<file path="src/rtl/cache_data_ctrl_if.sv">
// Request/response bundle between the cache control side, the refill unit and the data banks.
// Latency: n/a (wires only); grants are combinational, load data arrives one cycle after grant.
// Backpressure: requesters hold req/addr until granted; refill beats wait on rf_ready.
interface cache_data_ctrl_if #(
  parameter int INDEX_AW   = 8,
  parameter int DATA_WIDTH = 32,
  parameter int BANK_NUM   = 4
);
  localparam int STRB_W = DATA_WIDTH / 8;

  // load port
  logic                           rd_req;
  logic [INDEX_AW-1:0]            rd_index;
  logic [1:0]                     rd_offset;
  logic                           rd_gnt;
  logic                           rd_valid;
  logic [DATA_WIDTH-1:0]          rd_data;
  // store port
  logic                           wr_req;
  logic [INDEX_AW-1:0]            wr_index;
  logic [1:0]                     wr_offset;
  logic [STRB_W-1:0]              wr_strb;
  logic [DATA_WIDTH-1:0]          wr_data;
  logic                           wr_gnt;
  // refill port
  logic                           rf_start;
  logic [INDEX_AW-1:0]            rf_index;
  logic                           rf_valid;
  logic [DATA_WIDTH-1:0]          rf_data;
  logic                           rf_ready;
  logic                           rf_done;
  logic                           busy;
  // bank array side
  logic [INDEX_AW-1:0]            bank_index;
  logic [STRB_W*BANK_NUM-1:0]     bank_wr_en;
  logic [DATA_WIDTH*BANK_NUM-1:0] bank_wr_data;
  logic [DATA_WIDTH*BANK_NUM-1:0] bank_rd_data;

  // sequencer view
  modport slave (
    input  rd_req, rd_index, rd_offset,
    output rd_gnt, rd_valid, rd_data,
    input  wr_req, wr_index, wr_offset, wr_strb, wr_data,
    output wr_gnt,
    input  rf_start, rf_index, rf_valid, rf_data,
    output rf_ready, rf_done, busy,
    output bank_index, bank_wr_en, bank_wr_data,
    input  bank_rd_data
  );

  // environment view (cache FSM, refill unit and bank array together)
  modport master (
    output rd_req, rd_index, rd_offset,
    input  rd_gnt, rd_valid, rd_data,
    output wr_req, wr_index, wr_offset, wr_strb, wr_data,
    input  wr_gnt,
    output rf_start, rf_index, rf_valid, rf_data,
    input  rf_ready, rf_done, busy,
    input  bank_index, bank_wr_en, bank_wr_data,
    output bank_rd_data
  );
endinterface

</file>
<file path="src/rtl/cache_data_ctrl.sv">
// Access sequencer for one data-array way: one of refill beat / byte-masked store / load per cycle.
// Latency: store written at grant edge; load data one cycle after grant; rf_done one cycle after beat 3.
// Backpressure: grants are combinational and withheld during refill; refill beats stall on rf_valid=0.
module cache_data_ctrl #(
  parameter int INDEX_AW   = 8,
  parameter int DATA_WIDTH = 32,
  parameter int BANK_NUM   = 4
) (
  input logic              clk,
  input logic              rst,
  cache_data_ctrl_if.slave bus
);
  localparam int STRB_W = DATA_WIDTH / 8;
  localparam int OFF_W  = 2;

  typedef enum logic {IDLE, REFILL} state_t;

  state_t                         state_q, state_d;
  logic [OFF_W-1:0]               beat_cnt_q, beat_cnt_d;
  logic [INDEX_AW-1:0]            rf_idx_q, rf_idx_d;
  logic                           rf_done_q, rf_done_d;
  logic                           rd_vld_q;
  logic [OFF_W-1:0]               rd_off_q;
  logic [DATA_WIDTH-1:0]          rd_hold_q;
  logic [DATA_WIDTH-1:0]          rd_sel;

  logic                           rd_gnt, wr_gnt, rf_ready, busy;
  logic [INDEX_AW-1:0]            bank_index;
  logic [STRB_W*BANK_NUM-1:0]     wr_en;
  logic [DATA_WIDTH*BANK_NUM-1:0] wr_data;

  // next-state and per-cycle bank command; refill > store > load in IDLE
  always_comb begin
    state_d    = state_q;
    beat_cnt_d = beat_cnt_q;
    rf_idx_d   = rf_idx_q;
    rf_done_d  = 1'b0;
    rd_gnt     = 1'b0;
    wr_gnt     = 1'b0;
    rf_ready   = 1'b0;
    busy       = 1'b0;
    bank_index = bus.rd_index;
    wr_en      = '0;
    wr_data    = {BANK_NUM{bus.wr_data}};
    case (state_q)
      IDLE: begin
        if (bus.rf_start) begin
          rf_idx_d   = bus.rf_index;
          beat_cnt_d = '0;
          state_d    = REFILL;
        end else if (bus.wr_req) begin
          wr_gnt     = 1'b1;
          bank_index = bus.wr_index;
          for (int k = 0; k < BANK_NUM; k++) begin
            if (bus.wr_offset == OFF_W'(k)) wr_en[k*STRB_W +: STRB_W] = bus.wr_strb;
          end
        end else if (bus.rd_req) begin
          rd_gnt     = 1'b1;
          bank_index = bus.rd_index;
        end
      end
      REFILL: begin
        busy       = 1'b1;
        rf_ready   = 1'b1;
        bank_index = rf_idx_q;
        wr_data    = {BANK_NUM{bus.rf_data}};
        if (bus.rf_valid) begin
          for (int k = 0; k < BANK_NUM; k++) begin
            if (beat_cnt_q == OFF_W'(k)) wr_en[k*STRB_W +: STRB_W] = '1;
          end
          beat_cnt_d = beat_cnt_q + 1'b1;
          if (beat_cnt_q == OFF_W'(BANK_NUM - 1)) begin
            rf_done_d = 1'b1;
            state_d   = IDLE;
          end
        end
      end
      default: state_d = IDLE;
    endcase
  end

  // pick the bank word addressed by the load granted last cycle
  always_comb begin
    rd_sel = '0;
    for (int k = 0; k < BANK_NUM; k++) begin
      if (rd_off_q == OFF_W'(k)) rd_sel = bus.bank_rd_data[k*DATA_WIDTH +: DATA_WIDTH];
    end
  end

  // FSM and refill bookkeeping registers; reset aborts any refill silently
  always_ff @(posedge clk) begin
    if (rst) begin
      state_q    <= IDLE;
      beat_cnt_q <= '0;
      rf_idx_q   <= '0;
      rf_done_q  <= 1'b0;
    end else begin
      state_q    <= state_d;
      beat_cnt_q <= beat_cnt_d;
      rf_idx_q   <= rf_idx_d;
      rf_done_q  <= rf_done_d;
    end
  end

  // load return pipeline; last returned word is held while no load is in flight
  always_ff @(posedge clk) begin
    if (rst) begin
      rd_vld_q  <= 1'b0;
      rd_off_q  <= '0;
      rd_hold_q <= '0;
    end else begin
      rd_vld_q <= rd_gnt;
      if (rd_gnt)   rd_off_q  <= bus.rd_offset;
      if (rd_vld_q) rd_hold_q <= rd_sel;
    end
  end

  assign bus.rd_gnt       = rd_gnt;
  assign bus.wr_gnt       = wr_gnt;
  assign bus.rf_ready     = rf_ready;
  assign bus.busy         = busy;
  assign bus.rf_done      = rf_done_q;
  assign bus.rd_valid     = rd_vld_q;
  assign bus.rd_data      = rd_vld_q ? rd_sel : rd_hold_q;
  assign bus.bank_index   = bank_index;
  assign bus.bank_wr_en   = wr_en;
  assign bus.bank_wr_data = wr_data;
endmodule

</file>
<file path="src/flat_wrapper.sv">
// flat-port wrapper written by rule: the top's interface ports become plain ports
module cache_data_ctrl_flat 
#(
  parameter int INDEX_AW   = 8,
  parameter int DATA_WIDTH = 32,
  parameter int BANK_NUM   = 4
)
  (clk, rst, bus_rd_req, bus_rd_index, bus_rd_offset, bus_rd_gnt, bus_rd_valid, bus_rd_data, bus_wr_req, bus_wr_index, bus_wr_offset, bus_wr_strb, bus_wr_data, bus_wr_gnt, bus_rf_start, bus_rf_index, bus_rf_valid, bus_rf_data, bus_rf_ready, bus_rf_done, bus_busy, bus_bank_index, bus_bank_wr_en, bus_bank_wr_data, bus_bank_rd_data);
  cache_data_ctrl_if #(.INDEX_AW(INDEX_AW), .DATA_WIDTH(DATA_WIDTH), .BANK_NUM(BANK_NUM)) bus_i ();
  input logic clk;
  input logic rst;
  input wire logic [$bits(bus_i.rd_req)-1:0] bus_rd_req;
  input wire logic [$bits(bus_i.rd_index)-1:0] bus_rd_index;
  input wire logic [$bits(bus_i.rd_offset)-1:0] bus_rd_offset;
  output wire logic [$bits(bus_i.rd_gnt)-1:0] bus_rd_gnt;
  output wire logic [$bits(bus_i.rd_valid)-1:0] bus_rd_valid;
  output wire logic [$bits(bus_i.rd_data)-1:0] bus_rd_data;
  input wire logic [$bits(bus_i.wr_req)-1:0] bus_wr_req;
  input wire logic [$bits(bus_i.wr_index)-1:0] bus_wr_index;
  input wire logic [$bits(bus_i.wr_offset)-1:0] bus_wr_offset;
  input wire logic [$bits(bus_i.wr_strb)-1:0] bus_wr_strb;
  input wire logic [$bits(bus_i.wr_data)-1:0] bus_wr_data;
  output wire logic [$bits(bus_i.wr_gnt)-1:0] bus_wr_gnt;
  input wire logic [$bits(bus_i.rf_start)-1:0] bus_rf_start;
  input wire logic [$bits(bus_i.rf_index)-1:0] bus_rf_index;
  input wire logic [$bits(bus_i.rf_valid)-1:0] bus_rf_valid;
  input wire logic [$bits(bus_i.rf_data)-1:0] bus_rf_data;
  output wire logic [$bits(bus_i.rf_ready)-1:0] bus_rf_ready;
  output wire logic [$bits(bus_i.rf_done)-1:0] bus_rf_done;
  output wire logic [$bits(bus_i.busy)-1:0] bus_busy;
  output wire logic [$bits(bus_i.bank_index)-1:0] bus_bank_index;
  output wire logic [$bits(bus_i.bank_wr_en)-1:0] bus_bank_wr_en;
  output wire logic [$bits(bus_i.bank_wr_data)-1:0] bus_bank_wr_data;
  input wire logic [$bits(bus_i.bank_rd_data)-1:0] bus_bank_rd_data;
  assign bus_i.rd_req = bus_rd_req;
  assign bus_i.rd_index = bus_rd_index;
  assign bus_i.rd_offset = bus_rd_offset;
  assign bus_rd_gnt = bus_i.rd_gnt;
  assign bus_rd_valid = bus_i.rd_valid;
  assign bus_rd_data = bus_i.rd_data;
  assign bus_i.wr_req = bus_wr_req;
  assign bus_i.wr_index = bus_wr_index;
  assign bus_i.wr_offset = bus_wr_offset;
  assign bus_i.wr_strb = bus_wr_strb;
  assign bus_i.wr_data = bus_wr_data;
  assign bus_wr_gnt = bus_i.wr_gnt;
  assign bus_i.rf_start = bus_rf_start;
  assign bus_i.rf_index = bus_rf_index;
  assign bus_i.rf_valid = bus_rf_valid;
  assign bus_i.rf_data = bus_rf_data;
  assign bus_rf_ready = bus_i.rf_ready;
  assign bus_rf_done = bus_i.rf_done;
  assign bus_busy = bus_i.busy;
  assign bus_bank_index = bus_i.bank_index;
  assign bus_bank_wr_en = bus_i.bank_wr_en;
  assign bus_bank_wr_data = bus_i.bank_wr_data;
  assign bus_i.bank_rd_data = bus_bank_rd_data;
  cache_data_ctrl #(.INDEX_AW(INDEX_AW), .DATA_WIDTH(DATA_WIDTH), .BANK_NUM(BANK_NUM)) u_core (.clk(clk), .rst(rst), .bus(bus_i));
endmodule
</file>
<file path="config.mk">
export PLATFORM = sky130hd
export DESIGN_NAME = cache_data_ctrl_flat
export DESIGN_NICKNAME = d
export VERILOG_FILES = /design/src/rtl/cache_data_ctrl_if.sv /design/src/rtl/cache_data_ctrl.sv /design/src/flat_wrapper.sv
export SDC_FILE = /design/constraint.sdc
export NUM_CORES = 1
export LEC_CHECK = 0
export CORE_AREA = 2 2 163 165
export DETAILED_ROUTE_END_ITERATION = 6
export DIE_AREA = 0 0 165 167
export PLACE_DENSITY = 0.46
export SETUP_SLACK_MARGIN = 0.5
export SKIP_CTS_REPAIR_TIMING = 1
export SYNTH_ARGS = -nofsm -noshare
export SYNTH_HDL_FRONTEND = slang
export SYNTH_SLANG_ARGS = --single-unit
export TNS_END_PERCENT = 50
</file>
<file path="constraint.sdc">
create_clock -name clk -period 4.35 [get_ports clk]
set_clock_uncertainty 0.2 [all_clocks]
set_input_delay 0.87 -clock clk [delete_from_list [all_inputs] [get_ports clk]]
set_output_delay 0.87 -clock clk [all_outputs]
set_load 0.02 [all_outputs]
</file>
==> impl_metrics.json, run 1 <==
{
  "ys_seq_elements": 47,
  "grt.total_usage_pct": 12.1,
  "synth.top_cell.area_share_pct": 23.4,
  "syn_area_mm2": 0.00402,
  "die_w_um": 165,
  "synthToLayoutAreaGrowth_pct": 99.3,
  "drtIter0Drc": 113,
  "synth_warnings": 0,
  "ys.flop_type": "dfxtp_1",
  "synth.most_common_cell": "buf_4",
  "place_congestion": 0.853,
  "setup_viol": 0,
  "start_util_pct": 15.6,
  "final-instance-count-excl-fill": 1036,
  "r2r-end": "u_core.rf_idx_q[3]",
  "synth_top_area_cell": "dfxtp_1",
  "clkSinkCount": 47,
  "status": "finished, final reports clean",
  "drc": 0,
  "max_freq_mhz": 261,
  "drt_wl_total_um": 18000,
  "drive_above_1_share_pct": 16.5,
  "first_pass_iters": 4,
  "ff2ff_path_depth": 4,
  "ioPinCount": 420,
  "r2r_setup_slack_ns": 2.01,
  "maxCapViolCount": 0,
  "ir_worst_vdd_mv": 0.119,
  "relSlewSlack_pct": 37.6,
  "row_count": 59,
  "cts_buffer_depth": 2,
  "grt.overflow.total": 0,
  "clk_latency_ns": 0.28,
  "end_kind": "output port",
  "hold_depth": 2,
  "power.density_mw_per_mm2": 206,
  "dp_hpwl_um": 15000,
  "grt_pass1_wl_um": 25600,
  "min_period_ns": 3.82,
  "grt_start_max_net_pins": 48,
  "cts_made_buffers": 5,
  "synth_enable_flop_cells": 0,
  "fillers": 2678,
  "crit_fanout": 8,
  "synth.net_count": 625,
  "placed_cells": 1029,
  "synth_area_leaders": "dfxtp_1 (23%), buf_4 (18%), mux2_2 (18%), mux4_2 (18%), nor2b_1 (5.4%)",
  "worstPathArrival_ns": 2.75,
  "nets": 935,
  "avgSynthCellArea_um2": 10.3,
  "vias": 4037,
  "cts_tree": "done",
  "yosysSeqAreaShare_pct": 23.4,
  "synth-async-reset-ratio_pct": 0,
  "synth_common_cells": "buf_4 (97), mux2_2 (64), dfxtp_1 (47)",
  "portBuffers": 419,
  "finalHoldViolations": 0,
  "cp-start-kind": "input port",
  "syn-instance-count": 391,
  "grt_pass1_vias": 4497,
  "die_area_mm2": 0.0276,
  "hold_path_end": "u_core.rf_idx_q[2]",
  "critical_path_class": "input port to output port",
  "fp.dieH_um": 167,
  "avgRoutedWirePerCell_um": 17.4,
  "hp-start": "u_core.rf_idx_q[2]",
  "htreeDepth": 2,
  "synthDistinctLibCells": 23,
  "core_mm2": 0.0258,
  "hp-class": "flip-flop to flip-flop",
  "clk_pin_slew_ns": 0.06,
  "antenna_found_initial": 0,
  "crit_required_ns": 3.28,
  "rsz0062_at_grt": "true",
  "viasPerCell": 3.90,
  "slew_viol_final": 0,
  "post-route-period-util_pct": 87.9,
  "r2r_start": "u_core.state_q",
  "leakage_nw": 3.06,
  "tns_ns": 0,
  "antennaDiodeCount": 0,
  "root_buffer": "clkbuf_16",
  "worstMarginPinSlew_ns": 0.935,
  "postRouteAntennaNets": 0
}
-- how the worst max path moves through the flow --
stage	from	endpoint	slack, ns	cells past startpoint
after floorplan	bus_wr_req	bus_bank_wr_en[10]	0.96	3
after global placement	bus_wr_req	bus_bank_wr_en[7]	0.38	6
after detailed placement	bus_wr_req	bus_bank_wr_en[7]	0.38	6
after CTS	bus_wr_req	bus_bank_wr_en[7]	0.35	6
after global routing	bus_wr_req	bus_bank_index[6]	0.39	6
final	bus_wr_req	bus_bank_index[0]	0.53	6
-- through the flow --
| step | area, um2 | power, mW | utilization (%) | setup slack [ns] | hold WS [ns] |
|---|---|---|---|---|---|
| 5_1_grt | 8010 | 1.74 | 31.1 | 0.387 | 0.331 |
| 3_3_place_gp | 7830 | 1.28 | 30.4 | 0.383 | 0.275 |
| 2_1_floorplan | 4020 | 0.889 | - | 0.956 | 0.260 |
| 6_report | 8010 | 1.65 | 31.1 | 0.526 | 0.296 |
| 4_1_cts | 7980 | 1.69 | 31.0 | 0.346 | 0.305 |
| 3_5_place_dp | 7830 | 1.28 | 30.4 | 0.375 | 0.289 |
-- worst max-delay path, cell delays in order --
cell	delay (ns)
clkdlybuf4s50_1	0.56
nor2b_1	0.18
buf_4	0.21
mux2i_1	0.09
o21ai_0	0.19
clkdlybuf4s50_1	0.65
-- cell families (layout without fill, tap and decap cells) --
| family | after synthesis | after routing | share of synthesized area, % |
|---|---|---|---|
| AO/OA/AOI/OAI | 26 | 26 | 3.36 |
| flip-flops | 47 | 47 | 23.4 |
| multiplexers | 115 | 115 | 40.6 |
| AND/OR/NAND/NOR | 74 | 74 | 9.74 |
| adder cells (fa/ha/maj) | 4 | 4 | 1.24 |
| buffers and inverters | 125 | 435 | 21.7 |
-- routing by layer --
layer | global-route usage (%) | vias to the layer above | wire length [um]
met5 | 0 | - | 0
met4 | 2.57 | 0 | 219
met3 | 2.86 | 14 | 1770
met2 | 23.0 | 254 | 9230
met1 | 13.5 | 1885 | 6790
li1 | - | 1884 | -
-- layout by cell type (no fill, tap or decap), drive strengths merged --
cell           count
dfxtp             47
or2                1
dlymetal6s2s      13
nor3b              1
nor2b             35
inv                2
a211oi             1
nand2b             2
mux2              64
clkbuf             6
ha                 4
clkinv             1
mux4              32
mux2i             19
nor3               1
buf                8
a22oi              1
and2               1
nor4b              1
nor2              15
nand2             17
o21ai             24
clkdlybuf4s50    405
-- cell type report --
| class | count | area, um2 | share of cell area, % |
|---|---|---|---|
| repair buffers | 426 | 4290 | 53.5 |
| multi-input cells | 219 | 2210 | 27.6 |
| flip-flops and latches | 47 | 943 | 11.8 |
| well taps | 335 | 419 | 5.23 |
| clock buffers | 6 | 139 | 1.73 |
| inverters | 2 | 7.51 | 0.0937 |
| clock inverters | 1 | 5.00 | 0.0625 |
-- sequential cells by signal, indices dropped and copies added (netlist names) --
register and count:
u_core.bus.rd_valid 1, u_core.state_q 1, u_core.rd_off_q 2, u_core.bus.rf_done 1
u_core.rd_hold_q 32, u_core.rf_idx_q 8, u_core.beat_cnt_q 2
-- power breakdown --
part           total [mW]  leakage [nW]  switching [mW]  internal, mW
clock network       0.382        0.0727           0.157         0.225
registers           0.456         0.382          0.0140         0.442
logic               0.812          2.61           0.341         0.471
Power figures use the tool's default switching activity.
==> run 2, diff against run 1 <==
CELL_PAD_IN_SITES_DETAIL_PLACEMENT = 1   (was not set)
CELL_PAD_IN_SITES_GLOBAL_PLACEMENT = 1   (was not set)
CORE_AREA = 2 2 164 166   (was 2 2 163 165)
DIE_AREA = 0 0 166 168   (was 0 0 165 167)
PLACE_DENSITY = 0.64   (was 0.46)
SKIP_CTS_REPAIR_TIMING = not set   (was 1)
==> run 2 against run 1 <==
Flip-flop and latch count is the same; global-route usage grew 0.68 points; combinational power is essentially flat; clock power grew 16%; routed wire length grew 2.9%; worst hold slack gained 0.0025 ns; largest power group unchanged; maximum frequency grew 1.1%; critical path depth is the same; worst setup slack gained 0.041 ns; sequential power shrank 2%; critical endpoint is now bus_bank_wr_en[6]; count of clock-buffer cells in the layout is the same.
==> impl_metrics.json, run 2 (synthesized netlist as in run 1, its figures left out) <==
{
  "final_cell_mix": "clkdlybuf4s50_1 (405), mux2_2 (64), dfxtp_1 (45)",
  "clk_pin_slew_ns": 0.07,
  "viasPerCell": 3.87,
  "drc": 0,
  "multiInputGateArea_mm2": 0.00221,
  "ioPinCount": 420,
  "largest-register": "u_core.rd_hold_q",
  "dp_hpwl_um": 15400,
  "grt.total_usage_pct": 12.8,
  "start_util_pct": 15.3,
  "max_freq_mhz": 264,
  "antennaDiodeCount": 0,
  "nets": 936,
  "hp-class": "flip-flop to flip-flop",
  "leakage_nw": 3.02,
  "clk_latency_ns": 0.29,
  "first_pass_iters": 4,
  "fillers": 2985,
  "status": "finished, final reports clean",
  "grt.overflow.total": 0,
  "crit_required_ns": 3.28,
  "place_congestion": 0.783,
  "post-route-period-util_pct": 87.0,
  "crit_chain": "clkdlybuf4s50_1 > nor3b_1 > buf_4 > nand2_1 > o21ai_0 > clkdlybuf4s50_1",
  "clkSinkCount": 47,
  "vias": 4035,
  "cts_buffer_depth": 2,
  "drt_wl_total_um": 18500,
  "top_usage_layer": "met2",
  "die_w_um": 166,
  "critical_path_class": "input port to output port",
  "power.density_mw_per_mm2": 213,
  "finalHoldViolations": 0,
  "grt_start_max_net_pins": 50,
  "fp.dieH_um": 168,
  "core_mm2": 0.0264,
  "place_ws_ns": 0.443,
  "rsz0062_at_grt": "true",
  "drtIter0Drc": 79,
  "grt_use_met3_pct": 4.11,
  "worstMarginPinSlew_ns": 0.961,
  "relSlewSlack_pct": 35.9,
  "die_area_mm2": 0.0279,
  "htreeDepth": 2,
  "maxCapViolCount": 0,
  "postRouteAntennaNets": 0,
  "crit_fanout": 6,
  "grt_pass1_wl_um": 27700,
  "avgRoutedWirePerCell_um": 17.8,
  "min_period_ns": 3.78,
  "ir_worst_vdd_mv": 0.121,
  "tns_ns": 0,
  "synthToLayoutAreaGrowth_pct": 99.7,
  "cts_tree": "done",
  "portBuffers": 419,
  "post-route-util_pct": 30.5,
  "grt_pass1_vias": 4493,
  "crit_path_max_incr_delay_ns": 0.64,
  "row_count": 60,
  "antenna_found_initial": 1,
  "slowest_stage": "clkdlybuf4s50_1",
  "post-route-worst-setup-slack_ns": 0.566,
  "cpMostUsedCell": "clkdlybuf4s50_1",
  "root_buffer": "clkbuf_16",
  "layout_commonest_cell": "clkdlybuf4s50_1",
  "drive_above_1_share_pct": 16.5,
  "setup_viol": 0,
  "largest_reg_flops": 32,
  "seq_area_um2": 943,
  "reg_top3": "u_core.rd_hold_q (32), u_core.rf_idx_q (8)",
  "cts_made_buffers": 5,
  "worstPathArrival_ns": 2.71,
  "post_cts_buffers": 0,
  "use_met1_pct": 15.3,
  "end_kind": "output port",
  "slew_viol_final": 0,
  "cp-start-kind": "input port",
  "grtUsageMet2_pct": 22.6
}
run 2: power by group:
| part | leakage (nW) | switching, mW | internal [mW] |
|---|---|---|---|
| Combinational | 2.56 | 0.343 | 0.471 |
| Sequential | 0.382 | 0.00641 | 0.442 |
| Clock | 0.0769 | 0.175 | 0.269 |
run 2: critical path: cells and delay by family:
kind / cells / cell delay, ns
buffers and inverters: 3 / 1.32
AO/OA/AOI/OAI: 1 / 0.18
AND/OR/NAND/NOR: 2 / 0.34
run 2: worst paths after layout:
kind	cells past startpoint	from	slack, ns	endpoint
worst max-delay path	6	bus_rf_start	0.57	bus_bank_wr_en[6]
worst min register to register	2	u_core.rf_idx_q[6]	0.30	u_core.rf_idx_q[6]
worst min-delay path	2	u_core.rf_idx_q[6]	0.30	u_core.rf_idx_q[6]
worst max register to register	4	u_core.rd_off_q[0]	2.38	u_core.rd_hold_q[30]
run 2: what timing repair did:
item                                    4_1_cts  5_1_grt
hold buffers                                  0        0
gates resized for setup                       2       10
endpoints found under the setup margin        4       21
run 2: metal layers:
layer | routed length [um] | share of wire, %
met5 | 0 | 0
met3 | 1580 | 8.5
met4 | 202 | 1.1
met2 | 9230 | 50
met1 | 7510 | 41
run 2: stage by stage:
stage	hold WS (ns)	area [um2]	total power [mW]	cells
final	0.298	8030	1.71	1043
after global routing	0.344	8030	1.80	1043
after CTS	0.311	8000	1.75	1043
after detailed placement	0.292	7850	1.28	1036
after global placement	0.274	7850	1.28	1036
after floorplan	0.260	4020	0.889	391
run 2: final cells by class:
type	instances	share of cell area, %
clock buffer	6	1.61
clock inverter	1	0.374
inverter	2	0.0935
multi-input combinational	219	27.5
sequential	47	11.8
tap	341	5.32
timing repair buffer	427	53.3
